$ cat config.mk
export PLATFORM = sky130hd
export DESIGN_NAME = wb_port_arbiter
export DESIGN_NICKNAME = d
export VERILOG_FILES = /design/src/rtl/wb_arb_pkg.sv /design/src/rtl/wb_port_arbiter_rr_arbiter.sv /design/src/rtl/wb_port_arbiter.sv
export SDC_FILE = /design/constraint.sdc
export NUM_CORES = 1
export LEC_CHECK = 0
export BUFFER_PORTS_ARGS = -buffer_cell sky130_fd_sc_hd__buf_2
export CAP_MARGIN = 5
export CORE_AREA = 4 4 264 266
export DETAILED_ROUTE_END_ITERATION = 12
export DIE_AREA = 0 0 268 270
export SYNTH_ARGS = -nofsm -noshare
export SYNTH_HDL_FRONTEND = slang
export SYNTH_SLANG_ARGS = --single-unit
$ cat constraint.sdc
create_clock -name clock -period 3.6 [get_ports clock]
set_input_delay 0.72 -clock clock [delete_from_list [all_inputs] [get_ports clock]]
set_output_delay 0.72 -clock clock [all_outputs]
set_load 0.1 [all_outputs]
$ cat src/rtl/wb_arb_pkg.sv
// Shared types and helpers for the writeback port arbiter: default widths,
// the requester payload record and the round-robin pick function.
package wb_arb_pkg;

    localparam int WB_PREG_W   = 6;
    localparam int WB_RESULT_W = 64;
    localparam int WB_PC_W     = 64;

    // rr_pick works on a fixed maximum vector; callers zero-extend.
    localparam int MAX_REQ  = 8;
    localparam int MAX_ID_W = 3;

    typedef struct packed {
        logic [WB_PREG_W-1:0]   prd;
        logic                   need_to_wb;
        logic [WB_RESULT_W-1:0] result;
        logic [WB_PC_W-1:0]     pc;
    } wb_req_t;

    typedef struct packed {
        logic                found;
        logic [MAX_ID_W-1:0] idx;
    } rr_pick_t;

    function automatic rr_pick_t rr_pick(input logic [MAX_REQ-1:0] valid,
                                         input logic [MAX_ID_W-1:0] ptr,
                                         input int n);
        rr_pick_t r;
        int       j;
        r = '0;
        // Walk offsets from farthest to nearest so the nearest valid wins.
        for (int k = MAX_REQ - 1; k >= 0; k--) begin
            j = int'(ptr) + k;
            if (j >= n) j = j - n;
            if ((k < n) && valid[j[MAX_ID_W-1:0]]) begin
                r.found = 1'b1;
                r.idx   = j[MAX_ID_W-1:0];
            end
        end
        return r;
    endfunction

endpackage

$ cat src/rtl/wb_port_arbiter_rr_arbiter.sv
// Combinational round-robin pick: first valid requester at or after ptr,
// wrapping modulo NUM_REQ, returned as a one-hot grant plus index.
module rr_arbiter
    import wb_arb_pkg::*;
#(
    parameter int NUM_REQ = 4,
    parameter int ID_W    = $clog2(NUM_REQ)
) (
    input  logic [NUM_REQ-1:0] valid,
    input  logic [ID_W-1:0]    ptr,
    output logic               found,
    output logic [ID_W-1:0]    idx,
    output logic [NUM_REQ-1:0] grant
);

    rr_pick_t pick;

    always_comb begin
        pick  = rr_pick(MAX_REQ'(valid), MAX_ID_W'(ptr), NUM_REQ);
        found = pick.found;
        idx   = ID_W'(pick.idx);
        grant = '0;
        if (pick.found) grant[idx] = 1'b1;
    end

endmodule

$ cat src/rtl/wb_port_arbiter.sv
// Round-robin arbiter sharing one writeback stage between NUM_REQ units,
// with a one-entry output slot. Optional perf counters: WB_ARB_PERF_EN.
module wb_port_arbiter
    import wb_arb_pkg::*;
#(
    parameter int NUM_REQ  = 4,
    parameter int PREG_W   = WB_PREG_W,
    parameter int RESULT_W = WB_RESULT_W,
    parameter int PC_W     = WB_PC_W,
    parameter int ID_W     = $clog2(NUM_REQ)
) (
    input  logic                         clock,
    input  logic                         reset,
    input  logic [NUM_REQ-1:0]           req_valid,
    output logic [NUM_REQ-1:0]           req_ready,
    input  logic [NUM_REQ*PREG_W-1:0]    req_prd,
    input  logic [NUM_REQ-1:0]           req_need_to_wb,
    input  logic [NUM_REQ*RESULT_W-1:0]  req_result,
    input  logic [NUM_REQ*PC_W-1:0]      req_pc,
    output logic                         out_valid,
    input  logic                         out_ready,
    output logic [PREG_W-1:0]            out_prd,
    output logic                         out_need_to_wb,
    output logic [RESULT_W-1:0]          out_result,
    output logic [PC_W-1:0]              out_pc,
    output logic [ID_W-1:0]              out_src_id,
`ifdef WB_ARB_PERF_EN
    output logic [31:0]                  perf_conflict_cnt,
    output logic [31:0]                  perf_stall_cnt,
`endif
    input  logic                         flush_valid
);

    logic               can_accept;
    logic               fire;
    logic               pick_found;
    logic [ID_W-1:0]    pick_idx;
    logic [NUM_REQ-1:0] pick_grant;
    logic [ID_W-1:0]    rr_ptr;

    logic                vld_p1;
    logic [PREG_W-1:0]   prd_p1;
    logic                ntw_p1;
    logic [RESULT_W-1:0] result_p1;
    logic [PC_W-1:0]     pc_p1;
    logic [ID_W-1:0]     src_p1;

    rr_arbiter #(
        .NUM_REQ (NUM_REQ),
        .ID_W    (ID_W)
    ) u_rr (
        .valid (req_valid),
        .ptr   (rr_ptr),
        .found (pick_found),
        .idx   (pick_idx),
        .grant (pick_grant)
    );

    // Stage p0: grant decision; the slot can refill in the cycle it drains.
    assign can_accept = ~flush_valid & (~vld_p1 | out_ready);
    assign fire       = pick_found & can_accept & ~reset;
    assign req_ready  = fire ? pick_grant : '0;

    // Stage p1: output slot and round-robin pointer.
    always_ff @(posedge clock) begin
        if (reset) begin
            vld_p1    <= 1'b0;
            prd_p1    <= '0;
            ntw_p1    <= 1'b0;
            result_p1 <= '0;
            pc_p1     <= '0;
            src_p1    <= '0;
            rr_ptr    <= '0;
        end else if (flush_valid) begin
            vld_p1    <= 1'b0;
            prd_p1    <= '0;
            ntw_p1    <= 1'b0;
            result_p1 <= '0;
            pc_p1     <= '0;
            src_p1    <= '0;
        end else if (fire) begin
            vld_p1    <= 1'b1;
            prd_p1    <= req_prd[pick_idx*PREG_W +: PREG_W];
            ntw_p1    <= req_need_to_wb[pick_idx];
            result_p1 <= req_result[pick_idx*RESULT_W +: RESULT_W];
            pc_p1     <= req_pc[pick_idx*PC_W +: PC_W];
            src_p1    <= pick_idx;
            rr_ptr    <= (pick_idx == ID_W'(NUM_REQ - 1)) ? '0 : pick_idx + 1'b1;
        end else if (vld_p1 & out_ready) begin
            vld_p1    <= 1'b0;
        end
    end

    assign out_valid      = vld_p1;
    assign out_prd        = prd_p1;
    assign out_need_to_wb = ntw_p1;
    assign out_result     = result_p1;
    assign out_pc         = pc_p1;
    assign out_src_id     = src_p1;

`ifdef WB_ARB_PERF_EN
    function automatic logic [31:0] sat_inc(input logic [31:0] c);
        return (c == 32'hFFFF_FFFF) ? c : c + 32'd1;
    endfunction

    // Counters survive flush; only reset clears them.
    always_ff @(posedge clock) begin
        if (reset) begin
            perf_conflict_cnt <= '0;
            perf_stall_cnt    <= '0;
        end else begin
            if (fire && ($countones(req_valid) > 1))
                perf_conflict_cnt <= sat_inc(perf_conflict_cnt);
            if (vld_p1 & ~out_ready)
                perf_stall_cnt <= sat_inc(perf_stall_cnt);
        end
    end
`endif

endmodule

# ---- Yosys cells after proc, flatten, opt, wreduce, memory -nomap -nowiden
# Cells that the tools add are included.
dict set report op_classes {
  n_mul 1
  magnitude_cmp 10
  reduce_logical 4
  mux 25
  n_addsub 8
  eq_ne 1
  n_bitwise 8
  shifts 3
}
# operator n
set op_table {}
lappend op_table {{indexed part select 256 x 9 -> 64 bit} 2}
lappend op_table {{>= comparator 32 x 4 -> 1 bit, second input constant} 3}
lappend op_table {{2-to-1 mux 4 bit} 6}
lappend op_table {{indexed part select 24 x 6 -> 6 bit} 1}
lappend op_table {{< comparator 3 x 4 -> 1 bit, second input constant} 4}
lappend op_table {{binary-select mux 1 bit (select 3 bit)} 4}
lappend op_table {{2-to-1 mux 3 bit} 4}
lappend op_table {{subtractor 3 bit, second input constant} 3}
lappend op_table {{2-to-1 mux 1 bit} 8}
lappend op_table {{adder 2 x 2 -> 3 bit, second input constant} 2}
lappend op_table {{AND 1 bit} 4}
lappend op_table {{multiplier 2 x 2 -> 4 bit, second input constant} 1}
lappend op_table {{adder 2 x 1 -> 3 bit, second input constant} 1}
lappend op_table {{>= comparator 2 x 3 -> 1 bit, second input constant} 1}
lappend op_table {{< comparator 2 x 3 -> 1 bit, second input constant} 1}
lappend op_table {{inverter 1 bit} 3}
lappend op_table {{subtractor 2 x 3 -> 3 bit, second input constant} 1}
lappend op_table {{adder 2 x 1 -> 2 bit, second input constant} 1}
lappend op_table {{binary-select mux 1 bit (select 2 bit)} 1}
lappend op_table {{demux 1 bit (select 2 bit)} 1}
lappend op_table {{== test 2 bit, second input constant} 1}
lappend op_table {{>= comparator 2 x 1 -> 1 bit, second input constant} 1}
lappend op_table {{2-to-1 mux 2 bit} 1}
lappend op_table {{AND reduction 2 bit} 1}
lappend op_table {{other kinds (4)} 4}
dict set report totals {
  reg_bits 140
  wordCells 67
  in_bits 548
  output_inout_bits 142
}

# ---- Logic depth before layout (Yosys ltp)
dict set report logic_depth {
  depth_word 15
  depth_mapped 10
  ltp_nobuf 8
}

# ---- Modules after synthesis
# Synthesis repeated with hierarchy kept, for this count alone.
dict set report unflattened {
  cells_unflattened 710
  hier_area_um2 8901.0
}
# module seq_area_each_um2 instances cells_per_inst area_each_um2
set modules_own_cells {}
lappend modules_own_cells {wb_port_arbiter 2802.7 1 659 8572.0}
lappend modules_own_cells {rr_arbiter 0.0 1 51 329.1}

# ---- Least setup slack after synthesis
# No wires, ideal clock.
dict set report synth_path {
  path_kind {input-to-output}
  startpoint {in req_valid[3]}
  endpoint {out req_ready[0]}
  stages 9
  n_path_buf 4
  required_time_ns 2.880
  slack_ns -0.399
  arrival_time_ns 3.279
  path_cell_list {buf_2 -> o21ba_1 -> o32ai_1 -> a21o_1 -> buf_4 -> nand2_1 -> buf_2 -> clkbuf_1 -> nor2_1}
}
dict set report synth_via {
  elab_chain_cells 12
  word_cells_on_any_way 21
  classes_between {order compare: 2; mux: 16; bitwise: 2; reduce/logical: 1}
}
# item line_no
set synth_lines {}
lappend synth_lines {{from (decl)} wb_port_arbiter.sv:14} ;# input logic [NUM_REQ-1:0] req_valid,
lappend synth_lines {{binary-select mux 1 bit (select 3 bit)} wb_arb_pkg.sv:35} ;# if ((k < n) && valid[j[MAX_ID_W-1:0]]) begin
lappend synth_lines {{2-to-1 mux 1 bit (not written as such)} wb_arb_pkg.sv:35}
lappend synth_lines {{2-to-1 mux 4 bit (3 in series)} wb_arb_pkg.sv:35}
lappend synth_lines {{2-to-1 mux 4 bit *} wb_arb_pkg.sv:35}
lappend synth_lines {{< comparator 2 x 3 -> 1 bit (not written as such) or >= comparator 2 x 1 -> 1 bit (tied branches)} wb_port_arbiter_rr_arbiter.sv:23} ;# if (pick.found) grant[idx] = 1'b1;
lappend synth_lines {{logical AND 1 bit (not written as such)} wb_port_arbiter_rr_arbiter.sv:23}
lappend synth_lines {{2-to-1 mux 1 bit (not written as such)} wb_port_arbiter_rr_arbiter.sv:23}
lappend synth_lines {{demux 1 bit (select 2 bit)} n/a}
lappend synth_lines {{2-to-1 mux 4 bit} wb_port_arbiter_rr_arbiter.sv:23}
lappend synth_lines {{2-to-1 mux 4 bit *} wb_port_arbiter.sv:62} ;# assign req_ready = fire ? pick_grant : '0;
lappend synth_lines {{to (decl)} wb_port_arbiter.sv:15} ;# output logic [NUM_REQ-1:0] req_ready,
# Mark *: on every way between the ends. The rest lies on a longest branch, timed or not. The select of a mux whose other input is x is not followed.

# ---- Worst setup path after layout
dict set report layout_path {
  startpoint {reg rr_ptr[1]}
  endpoint {out req_ready[3]}
}
dict set report layout_via {
  elab_chain_cells 15
  word_cells_on_any_way 36
  classes_between {add/sub: 7; order compare: 6; mux: 20; bitwise: 2; reduce/logical: 1}
}
# item line_no
set layout_lines {}
lappend layout_lines {{from (decl)} wb_port_arbiter.sv:39} ;# logic [ID_W-1:0] rr_ptr;
lappend layout_lines {{from (signal assigned)} wb_port_arbiter.sv:88} ;# rr_ptr <= (pick_idx == ID_W'(NUM_REQ - 1)) ? '0 : pick_idx + 1'b1;
lappend layout_lines {{adder 2 x 2 -> 3 bit} wb_arb_pkg.sv:33} ;# j = int'(ptr) + k;
lappend layout_lines {{>= comparator 32 x 4 -> 1 bit or subtractor 3 bit (tied branches)} wb_arb_pkg.sv:34} ;# if (j >= n) j = j - n;
lappend layout_lines {{2-to-1 mux 3 bit} wb_arb_pkg.sv:34}
lappend layout_lines {{binary-select mux 1 bit (select 3 bit)} wb_arb_pkg.sv:35}
lappend layout_lines {{2-to-1 mux 1 bit (not written as such)} wb_arb_pkg.sv:35}
lappend layout_lines {{2-to-1 mux 4 bit (3 in series)} wb_arb_pkg.sv:35}
lappend layout_lines {{2-to-1 mux 4 bit *} wb_arb_pkg.sv:35}
lappend layout_lines {{< comparator 2 x 3 -> 1 bit (not written as such) or >= comparator 2 x 1 -> 1 bit (tied branches)} wb_port_arbiter_rr_arbiter.sv:23}
lappend layout_lines {{logical AND 1 bit (not written as such)} wb_port_arbiter_rr_arbiter.sv:23}
lappend layout_lines {{2-to-1 mux 1 bit (not written as such)} wb_port_arbiter_rr_arbiter.sv:23}
lappend layout_lines {{demux 1 bit (select 2 bit)} n/a}
lappend layout_lines {{2-to-1 mux 4 bit} wb_port_arbiter_rr_arbiter.sv:23}
lappend layout_lines {{2-to-1 mux 4 bit *} wb_port_arbiter.sv:62}
# Marks and branches as above.

==> out/results.tsv <==
metric	value	unit
gr-max-usage-layer	met2	
irDropWorstVdd	0.234	mV
ff2ff_path_depth	7	
critPathLaunchType	flip-flop	
max_slew_margin	12.7	%
synth_flop_cell	dfxtp_1	
track_usage	12.9	%
met3_usage	4.73	%
cts_made_buffers	17	
synth_area_per_cell	8.70	sq um
grt_max_degree	141	
dp.cells	2602	
pre_cts_ws	0.384	ns
hold_class	reg2reg	
hold_depth	2	
grt_pass1_vias	11003	
seq_area_frac_synth	28.3	%
p_leak	7.50	nW
htree_levels	4	
dr_total_vias	11249	
final_hold_viol_count	0	
worstReg2RegEnd	out_result[19]	
clk_latency	0.46	ns
dieArea	72400	sq um
numPortBuffers	689	
antenna_found_initial	17	
wl_per_cell	18.7	um
ff2ff_setup_slack	0.49	ns
vias_per_cell	4.27	
status	finished, final reports clean	
synth_cell_types	40	
min_from	out_src_id[0]	
mostFrequentLayoutCells	buf_2, mux2i_1, nand2_1, inv_1, a2111oi_0	
synthArstFlopShare	0	%
area_growth_syn_to_layout	49.9	%
fin_cells	2636	
synth_warnings	0	
nNetsFinal	2298	
hold_end	out_src_id[0]	
grtUsageMet1	14.4	%
timing_worst_setup_path_type	reg2out	
die_w	268	um
drc_errors	0	
hpwlAfterDp	39000	um
min_period	3.36	ns
cp.arrival	2.64	ns
grt_first_pass_wirelength	69200	um
rsz0062_at_grt	false	
syn-cell-area	9920	sq um
placed_cell_area	14200	sq um
critPathRequiredTime	2.88	ns
power_density	486	nW/um^2
clock_skew	0.0162	ns
cts_setup_buffers	0	
fin_ws	0.238	ns
clk_path_buf_depth	2	
fin_crit_sh	93.4	%
endpoint_kind	output pin	
cts_root_buf	clkbuf_16	
synth_nets	1690	
worstPathMaxFanout	8	
tns	0	ns
gr-total-overflow	0	
syn_inst	1140	
core_area	67000	sq um
synth-seq-cells	140	
mostFrequentLayoutCell	buf_2	
power	7.22	mW
worst_pin_slew	1.28	ns
cts.clk_slew.worst_paths	0.07	ns
setup_viol	0	
finalMaxSlewViolations	0	
num_rows	95	
rr_startpoint	rr_ptr[1]	
synth-edff-count	0	
ant_nets	0	
n_fill_cell	7469	
io_pins	690	
fp.dieH	270	um
start_util	14.8	%
fmax	297	MHz
place.gp.congestion	0.812	
drive_gt1_share	43.5	%
cap_violations	0	
ctsHoldBuffers	0	
cts_tree	built	
fin_area	14900	sq um
finalWirelength	49400	um
multi_input_area	5950	sq um
regArea	2800	sq um
cts.sinks	140	
drtIter0Drc	483	
gr-usage-met2	21.5	%
firstDrtPassIters	5	
-- layout make-up --
type / count / share of cell area (%)
antenna: 3 / 0.0505
timing repair buffer: 718 / 26.0
clock buffer: 17 / 2.86
inverter: 142 / 3.60
clock inverter: 14 / 1.25
tap: 873 / 7.35
multi-input combinational: 729 / 40.0
sequential: 140 / 18.9
-- how the worst max path moves through the flow --
| stage | endpoint | startpoint | cells after the start |
|---|---|---|---|
| detailed placement | out_result[19] | rr_ptr[1] | 7 |
| CTS | req_ready[3] | rr_ptr[1] | 8 |
| finish | req_ready[3] | rr_ptr[1] | 8 |
| global route | req_ready[3] | rr_ptr[1] | 8 |
| floorplan | req_ready[0] | req_valid[3] | 9 |
| global placement | out_result[19] | rr_ptr[1] | 7 |
-- cell families after synthesis --
logic type | synth area share (%)
flops | 28.3
fa+ha+maj | 0.252
buf+inv | 12.5
mux | 28.0
simple gates | 6.55
compound gates | 24.4
-- sequential cells by signal (all words and copies together) (netlist names) --
| name | flops |
|---|---|
| out_pc | 64 |
| out_valid | 1 |
| out_result | 64 |
| rr_ptr | 2 |
| out_prd | 6 |
| out_need_to_wb | 1 |
| out_src_id | 2 |
-- cell usage after synthesis, drive strengths merged (4+ instances only) --
| cell | n | area share (%) |
|---|---|---|
| nand2b | 4 | 0.25 |
| nor2 | 8 | 0.30 |
| o221ai | 65 | 5.7 |
| clkbuf | 72 | 2.9 |
| nand2 | 143 | 5.4 |
| mux2 | 4 | 0.49 |
| buf | 57 | 4.2 |
| dfxtp | 140 | 28 |
| o211ai | 70 | 5.3 |
| a2111oi | 140 | 12 |
| mux2i | 273 | 28 |
| inv | 142 | 5.4 |
-- metrics by stage --
stage                     hold slack, ns  utilization, %
after floorplan                    0.554               -
after global placement             0.428            21.2
after detailed placement           0.431            21.2
after CTS                          0.442            22.2
after global routing               0.475            22.2
final                              0.441            22.2
-- worst max-delay path: stages (launching register included) --
cell and delay [ns]:
dfxtp_2 0.37, ha_1 0.36, mux2_2 0.39, o22a_1 0.19
a21boi_4 0.15, inv_2 0.12, ha_1 0.18, and2_1 0.21
buf_12 0.20
-- power breakdown --
group          internal (mW)  switching, mW  leakage (nW)  total (mW)
Combinational          0.915           2.49          6.07        3.40
Clock                   1.10          0.852         0.286        1.95
Sequential              1.75          0.115          1.15        1.86
Total                   3.77           3.45          7.50        7.22
-- layer usage --
layer,vias up,share of wire [%]
met2,508,47
met1,5156,39
li1,5501,-
met5,-,0.14
met4,12,4.7
met3,72,9.0
-- repair_timing --
item                       in CTS  in global routing
gates resized for setup         1                  1
pin swaps                       0                  0
setup endpoints to repair       1                  1
hold endpoints to repair        0                  0
(Power assumes the default switching activity.)
